File: config.mk
export PLATFORM = sky130hd
export DESIGN_NAME = fetch_unit_flat
export DESIGN_NICKNAME = d
export VERILOG_FILES = /design/src/rtl/fetch_unit_if.sv /design/src/rtl/fetch_unit.sv /design/src/flat_wrapper.sv
export SDC_FILE = /design/constraint.sdc
export NUM_CORES = 1
export LEC_CHECK = 0
export CORE_MARGIN = 1.5
export CORE_UTILIZATION = 41
export CTS_CLUSTER_SIZE = 28
export DETAILED_ROUTE_END_ITERATION = 10
export GPL_ROUTABILITY_DRIVEN = 0
export PLACE_DENSITY = 0.77
export SLEW_MARGIN = 10
export SYNTH_ARGS = -nofsm -noshare
export SYNTH_HDL_FRONTEND = slang
export SYNTH_SLANG_ARGS = --single-unit
File: constraint.sdc
create_clock -name clk -period 2 [get_ports clk]
set_input_delay 0.2 -clock clk [delete_from_list [all_inputs] [get_ports clk]]
set_output_delay 0.2 -clock clk [all_outputs]
set_load 0.02 [all_outputs]
File: src/rtl/fetch_unit_if.sv
// Memory-side bus between the fetch sequencer and instruction memory.
// The fetch unit is the master: it drives address/enable and receives ready/data.
interface fetch_unit_if;
    logic [15:0] mem_addr;
    logic        mem_en;
    logic        mem_r;
    logic [15:0] mem_rdata;

    modport master (
        output mem_addr,
        output mem_en,
        input  mem_r,
        input  mem_rdata
    );

    modport slave (
        input  mem_addr,
        input  mem_en,
        output mem_r,
        output mem_rdata
    );
endinterface

File: src/rtl/fetch_unit.sv
// Instruction-fetch sequencer: IDLE -> MEM (wait for ready) -> INC (load IR, bump PC),
// with unaligned-PC and memory-timeout fault reporting.
module fetch_unit #(
    parameter int unsigned TIMEOUT = 16
) (
    input  logic          clk,
    input  logic          rst_n,
    input  logic [15:0]   PC,
    input  logic          fetch_req,
    input  logic          flush,
    fetch_unit_if.master  mem,
    output logic [15:0]   IR,
    output logic          ir_valid,
    output logic          LD_PC,
    output logic [1:0]    PC_SEL,
    output logic          fetch_fault,
    output logic [1:0]    fault_code,
    output logic          busy
);

    typedef enum logic [1:0] {
        ST_IDLE = 2'd0,
        ST_MEM  = 2'd1,
        ST_INC  = 2'd2
    } state_t;

    localparam logic [4:0] CNT_LAST = 5'(TIMEOUT - 1);
    localparam logic [1:0] CODE_UNALIGNED = 2'd1;
    localparam logic [1:0] CODE_TIMEOUT   = 2'd2;

    state_t      state_r, state_s;
    logic [4:0]  cnt_r, cnt_s;
    logic [15:0] addr_r, addr_s;
    logic [15:0] ir_r, ir_s;
    logic        fault_r, fault_s;
    logic [1:0]  code_r, code_s;

    // State register
    always_ff @(posedge clk or negedge rst_n) begin
        if (!rst_n) begin
            state_r <= ST_IDLE;
        end else begin
            state_r <= state_s;
        end
    end

    // Datapath registers: wait counter, MAR, IR and fault reporting
    always_ff @(posedge clk or negedge rst_n) begin
        if (!rst_n) begin
            cnt_r   <= 5'd0;
            addr_r  <= 16'h0000;
            ir_r    <= 16'h0000;
            fault_r <= 1'b0;
            code_r  <= 2'd0;
        end else begin
            cnt_r   <= cnt_s;
            addr_r  <= addr_s;
            ir_r    <= ir_s;
            fault_r <= fault_s;
            code_r  <= code_s;
        end
    end

    // Next-state and next-register decode; flush dominates, then ready, then timeout
    always_comb begin
        state_s = state_r;
        cnt_s   = cnt_r;
        addr_s  = addr_r;
        ir_s    = ir_r;
        fault_s = 1'b0;
        code_s  = code_r;
        case (state_r)
            ST_IDLE: begin
                if (fetch_req && !PC[0]) begin
                    addr_s  = PC;
                    cnt_s   = 5'd0;
                    state_s = ST_MEM;
                end else if (fetch_req) begin
                    fault_s = 1'b1;
                    code_s  = CODE_UNALIGNED;
                end else begin
                    state_s = ST_IDLE;
                end
            end
            ST_MEM: begin
                if (flush) begin
                    state_s = ST_IDLE;
                end else if (mem.mem_r) begin
                    ir_s    = mem.mem_rdata;
                    state_s = ST_INC;
                end else if (cnt_r == CNT_LAST) begin
                    fault_s = 1'b1;
                    code_s  = CODE_TIMEOUT;
                    state_s = ST_IDLE;
                end else begin
                    cnt_s = cnt_r + 5'd1;
                end
            end
            ST_INC: begin
                state_s = ST_IDLE;
            end
            default: begin
                state_s = ST_IDLE;
            end
        endcase
    end

    assign mem.mem_addr = addr_r;
    assign mem.mem_en   = (state_r == ST_MEM);
    assign IR           = ir_r;
    assign ir_valid     = (state_r == ST_INC);
    assign LD_PC        = (state_r == ST_INC);
    assign PC_SEL       = 2'd0;
    assign fetch_fault  = fault_r;
    assign fault_code   = code_r;
    assign busy         = (state_r != ST_IDLE);

endmodule
File: src/flat_wrapper.sv
// flat-port wrapper written by rule: the top's interface ports become plain ports
module fetch_unit_flat 
#(
    parameter int unsigned TIMEOUT = 16
)
  (clk, rst_n, PC, fetch_req, flush, IR, ir_valid, LD_PC, PC_SEL, fetch_fault, fault_code, busy, mem_mem_addr, mem_mem_en, mem_mem_r, mem_mem_rdata);
  fetch_unit_if mem_i ();
  input  logic clk;
  input  logic rst_n;
  input  logic [15:0] PC;
  input  logic fetch_req;
  input  logic flush;
  output logic [15:0] IR;
  output logic ir_valid;
  output logic LD_PC;
  output logic [1:0] PC_SEL;
  output logic fetch_fault;
  output logic [1:0] fault_code;
  output logic busy;
  output wire logic [$bits(mem_i.mem_addr)-1:0] mem_mem_addr;
  output wire logic [$bits(mem_i.mem_en)-1:0] mem_mem_en;
  input wire logic [$bits(mem_i.mem_r)-1:0] mem_mem_r;
  input wire logic [$bits(mem_i.mem_rdata)-1:0] mem_mem_rdata;
  assign mem_mem_addr = mem_i.mem_addr;
  assign mem_mem_en = mem_i.mem_en;
  assign mem_i.mem_r = mem_mem_r;
  assign mem_i.mem_rdata = mem_mem_rdata;
  fetch_unit #(.TIMEOUT(TIMEOUT)) u_core (.clk(clk), .rst_n(rst_n), .PC(PC), .fetch_req(fetch_req), .flush(flush), .mem(mem_i), .IR(IR), .ir_valid(ir_valid), .LD_PC(LD_PC), .PC_SEL(PC_SEL), .fetch_fault(fetch_fault), .fault_code(fault_code), .busy(busy));
endmodule
Word-level counts from Yosys, hierarchy flattened
Cells that the tools add are included.

Flip-flop bits (word level): 42. Latch bits: 0. Memory bits (writable): 0. Bits in read-only memories: 0. Input port bits: 37. Output and inout port bits: 41. Logic and storage cells: 53. Memories: 0.

$add $sub $neg: 1. Multipliers: 0. Div/mod/pow operators: 0. $lt $le $gt $ge: 0. Equal/unequal tests: 12. Shift-type cells: 0. Mux-type cells: 23. Bitwise gates (word level): 1. Reduce and logical (&&, ||, !) cells: 10.

Operators by type and width (number): $mux W2 (10); $mux W5 (4); $ne A2 B2 Y1 const B (5); $pmux W5 S2 (1); $pmux W2 S2 (2); $reduce_and A6 Y1 (1); $add A5 B1 Y5 const B (1); $eq A5 B4 Y1 const B (1); $mux W1 (5); $reduce_and A5 Y1 (1); $ne A2 B1 Y1 const B (2); $ne A4 B2 Y1 const B (1); $reduce_and A2 Y1 (2); $reduce_bool A2 Y1 (2); $ne A3 B2 Y1 const B (1); $reduce_and A3 Y1 (1); $eq A2 B1 Y1 const B (1); $eq A2 B2 Y1 const B (1); $logic_not A2 Y1 (1); $pmux W1 S2 (1); $logic_and A1 B1 Y1 (1); $logic_not A1 Y1 (1); $not A1 Y1 (1).

Logic depth before layout (Yosys ltp)
Depth in word-level cells: 5. Gate-level depth with buffers: 7. Depth with buffers taken out: 7.

Worst setup path after synthesis
Ideal clock, no wire load.

Path type: register to register. Start: register u_core.cnt_r[0]. End: register u_core.cnt_r[4]. Setup time: 0.125 ns. Arrival time: 1.506 ns. Required time: 1.875 ns. Setup slack: 0.369 ns. Stages on the path, launching flop included: 8. Buffers on the path: 0. Clock period less this slack: 1.631 ns. Cells stage by stage: dfrtp_1 > ha_1 > and3_1 > ha_1 > inv_1 > a21oi_1 > inv_2 > mux2_2.

Cells in the longest elaborated chain, start to end: 5. Elaborated cells on any way between the ends: 8. Those cells by class: add/sub: 1; eq/ne: 2; mux: 4; reduce/logical: 1.

RTL lines: start: declaration (RTL line fetch_unit.sv:32) `logic [4:0] cnt_r, cnt_s;`; start signal: assignment (RTL line fetch_unit.sv:56) `cnt_r <= cnt_s;`; $add A5 B1 Y5 (RTL line fetch_unit.sv:96) `cnt_s = cnt_r + 5'd1;`; $mux W5 (RTL line fetch_unit.sv:91) `end else if (cnt_r == CNT_LAST) begin`; $mux W5 (RTL line fetch_unit.sv:88) `end else if (mem.mem_r) begin`; $mux W5 (RTL line fetch_unit.sv:86) `if (flush) begin`; $pmux W5 S2 (RTL line fetch_unit.sv:72) `case (state_r)`.

Several ways; a longest one is shown, not always the timed one. The select of a mux whose other input is x is not followed. A chain may end at the register's enable or synchronous reset.

Worst setup path in the final report
Start: register u_core.state_r[1]. End: output mem_mem_en.

Cells in the longest elaborated chain, start to end: 1.

RTL lines: start: declaration (RTL line fetch_unit.sv:31) `state_t state_r, state_s;`; start signal: assignment (RTL line fetch_unit.sv:43) `state_r <= state_s;`; $eq A2 B1 Y1 (RTL line fetch_unit.sv:109) `assign mem.mem_en = (state_r == ST_MEM);`; end: declaration (RTL line flat_wrapper.sv:21) `output wire logic [$bits(mem_i.mem_en)-1:0] mem_mem_en;`.

No other way between the ends.

==> results.yml <==
placement:
  pre_cts_ws_ps: 255
  placed_area_um2: 2590
  io_buffer_count: 75
  dp_hpwl_um: 2650
floorplan:
  start_util: 0.435
  io_pins: 78
  rows: 23
  die_w_um: 68.9
  fp.coreArea_um2: 4090
  die_area_um2: 4740
  fp.dieH_um: 68.9
pwr:
  p_leak_uw: 0.00123
  intPower_uw: 1760
  combinationalPowerShare: 0.352
  swShare: 0.303
  seq_power_share: 0.445
  ir_drop_v: 0.000594
  p_per_area_nw_per_um2: 945
  switchingPower_uw: 765
  total_power_uw: 2530
  power_frac_clock: 0.203
critical_path:
  critPathCaptureType: "output pin"
  slowest_delay_ps: 610
  cpMaxStageDelayCell: "clkdlybuf4s50_1"
  arrival_ps: 1690
  cp.depth: 3
  r2r-end: "u_core.cnt_r[4]"
  reg2regPathDepth: 7
  r2r_slack_ps: 210
  path_class: "reg -> out"
  crit_path_start: "u_core.state_r[1]"
  start_kind: "register"
  cp_num_buf_inv: 2
  crit_chain: "nand2b_4, inv_1, clkdlybuf4s50_1"
  endpoint: "mem_mem_en"
  crit_fanout: 8
  r2r_start: "u_core.cnt_r[0]"
  worstPathRequired_ps: 1800
  crit_family: "buffers and inverters"
timing:
  tns_ps: 0
  fmax_mhz: 530
  hold_violations: 0
  slew_headroom: 0.406
  setup_violations: 0
  period_share: 0.944
  slew_viol_final: 0
  setup_ws_ps: 113
  tightest_slew_ps: 891
  finalCriticalPeriod_ps: 1890
  rsz0062_at_grt: "no"
  fin_skew_ps: 5.94
global_route:
  grt_pass1_vias: 1235
  groute.usage.overall: 0.166
  antenna_found_initial: 0
  grt_pass1_wl_um: 5690
  grt_overflow_total: 0
  grt_max_degree: 43
synth:
  yosysSeqAreaShare: 0.591
  synth-xor-area-share: 0.00493
  synth.distinct_cells: 29
  synth-simple-area-share: 0.191
  yosys.area.top_type: "dfrtp_1"
  yosys.area_share.adder: 0.0141
  syn_area_per_cell_um2: 11.9
  syn_inst: 149
  netlist.area_leader.share: 0.591
  synth_top_family_by_area: "simple AND/OR/NAND/NOR gates"
  synth_compound_area_frac: 0.0232
  synth_mux_area_frac: 0.133
  synth_area_um2: 1780
  synthTopCellsByArea: "dfrtp_1 59%, nand2_1 11%, mux2_4 7.6%"
  ys_ff_latch: 42
  ys_warn_count: 0
cts:
  post_cts_buffers: 0
  clock_latency_ps: 290
  cts_inserted_buffers: 5
  cts_tree: "done"
  clock-sinks: 42
  htreeDepth: 2
  cts.path.max_buffers: 2
  postCtsHoldBufs: 0
  clockRootBuffer: "clkbuf_8"
  clk_pin_slew_ps: 80
  cts_resized: 0
layout:
  final_util: 0.654
  drive_gt1_frac: 0.160
  final_cell_mix: "74 x clkdlybuf4s50_1, 50 x nand2_1, 42 x dfrtp_1"
  stdcell_area_um2: 2670
  fillers: 343
  layout_commonest_cell: "clkdlybuf4s50_1"
  syn2layout_area_growth_pct: 50.4
  diodes: 0
  fin_nets: 269
routing:
  ant_nets: 0
  avgRoutedWirePerCell_um: 12.6
  dr_wl_met2_um: 1630
  wl_met1_um: 1580
  drtIter0Drc: 29
  vias_per_cell: 4.68
  wl_met3_um: 278
  highest_layer: "met4"
  dr.pass1.iters: 4
  postRouteWirelength_um: 3540
  route.detailed.drc: 0
  via_count: 1314
worst_hold_path:
  min_path_type: "in -> async"
outcome:
  outcome: "completed"
flow_run:
  maxCapViolCount: 0
-- final cells by class --
type                    count  area [µm²]  area share
repair buffers             80         796       0.298
multi-input cells          96         659       0.247
inverters                   5        18.8     0.00702
well taps                  50        62.6      0.0234
clock inverters             2        13.8     0.00515
flip-flops and latches     42        1050       0.393
clock buffers               6        72.6      0.0271
-- Yosys cell counts (all sizes together) --
cell type  number
mux2           18
a22oi           1
nand2b          1
and3            1
nand3           2
or2             1
ha              2
and2            1
and2b           1
nor4b           2
nand2          50
dfrtp          42
nand4bb         1
a21oi           1
or4b            2
o21ai           1
nand3b          2
inv             5
nor2            2
a22o            1
buf             7
conb            1
xnor2           1
o211ai          2
nor3b           1
-- routing by layer --
metal | vias up | global-route usage
li1 | 649 | -
met1 | 606 | 0.216
met2 | 54 | 0.261
met3 | 5 | 0.0584
met4 | 0 | 0.0515
met5 | - | 0
-- worst min-delay path by stage --
stage | endpoint | slack, ps | cells past startpoint
6_report | u_core.state_r[0] | 30 | 1
5_1_grt | u_core.state_r[1] | 110 | 1
4_1_cts | u_core.IR[13] | 70 | 1
3_5_place_dp | u_core.IR[15] | 390 | 1
3_3_place_gp | u_core.IR[15] | 380 | 1
2_1_floorplan | u_core.IR[0] | -100 | 0
-- cells by family (layout without fill, tap and decap cells) --
| group | count (synthesis) | count (layout) |
|---|---|---|
| simple gates | 67 | 67 |
| flops | 42 | 42 |
| mux | 18 | 18 |
| buf+inv | 12 | 93 |
| compound gates | 6 | 6 |
| fa+ha+maj | 2 | 2 |
| other cells | 1 | 2 |
| xor+xnor | 1 | 1 |
-- power by group through the flow --
| stage | clock network [µW] | logic (µW) | registers [µW] |
|---|---|---|---|
| global route | 573 | 952 | 1150 |
| global placement | 0 | 885 | 1130 |
| finish | 513 | 889 | 1120 |
| floorplan | 0 | 236 | 1330 |
| CTS | 536 | 901 | 1130 |
| detailed placement | 0 | 898 | 1140 |
-- state kept, by name, indices dropped and copies added, names as in the netlist --
register             count
u_core.IR               16
u_core.cnt_r             5
u_core.fault_code        2
u_core.fetch_fault       1
u_core.mem.mem_addr     16
u_core.state_r           2
-- through the flow --
step	hold slack, ps	instances
2_1_floorplan	-95.6	150
3_3_place_gp	384	273
3_5_place_dp	390	273
4_1_cts	66.1	281
5_1_grt	113	281
6_report	31.4	281
(Power assumes the default switching activity.)
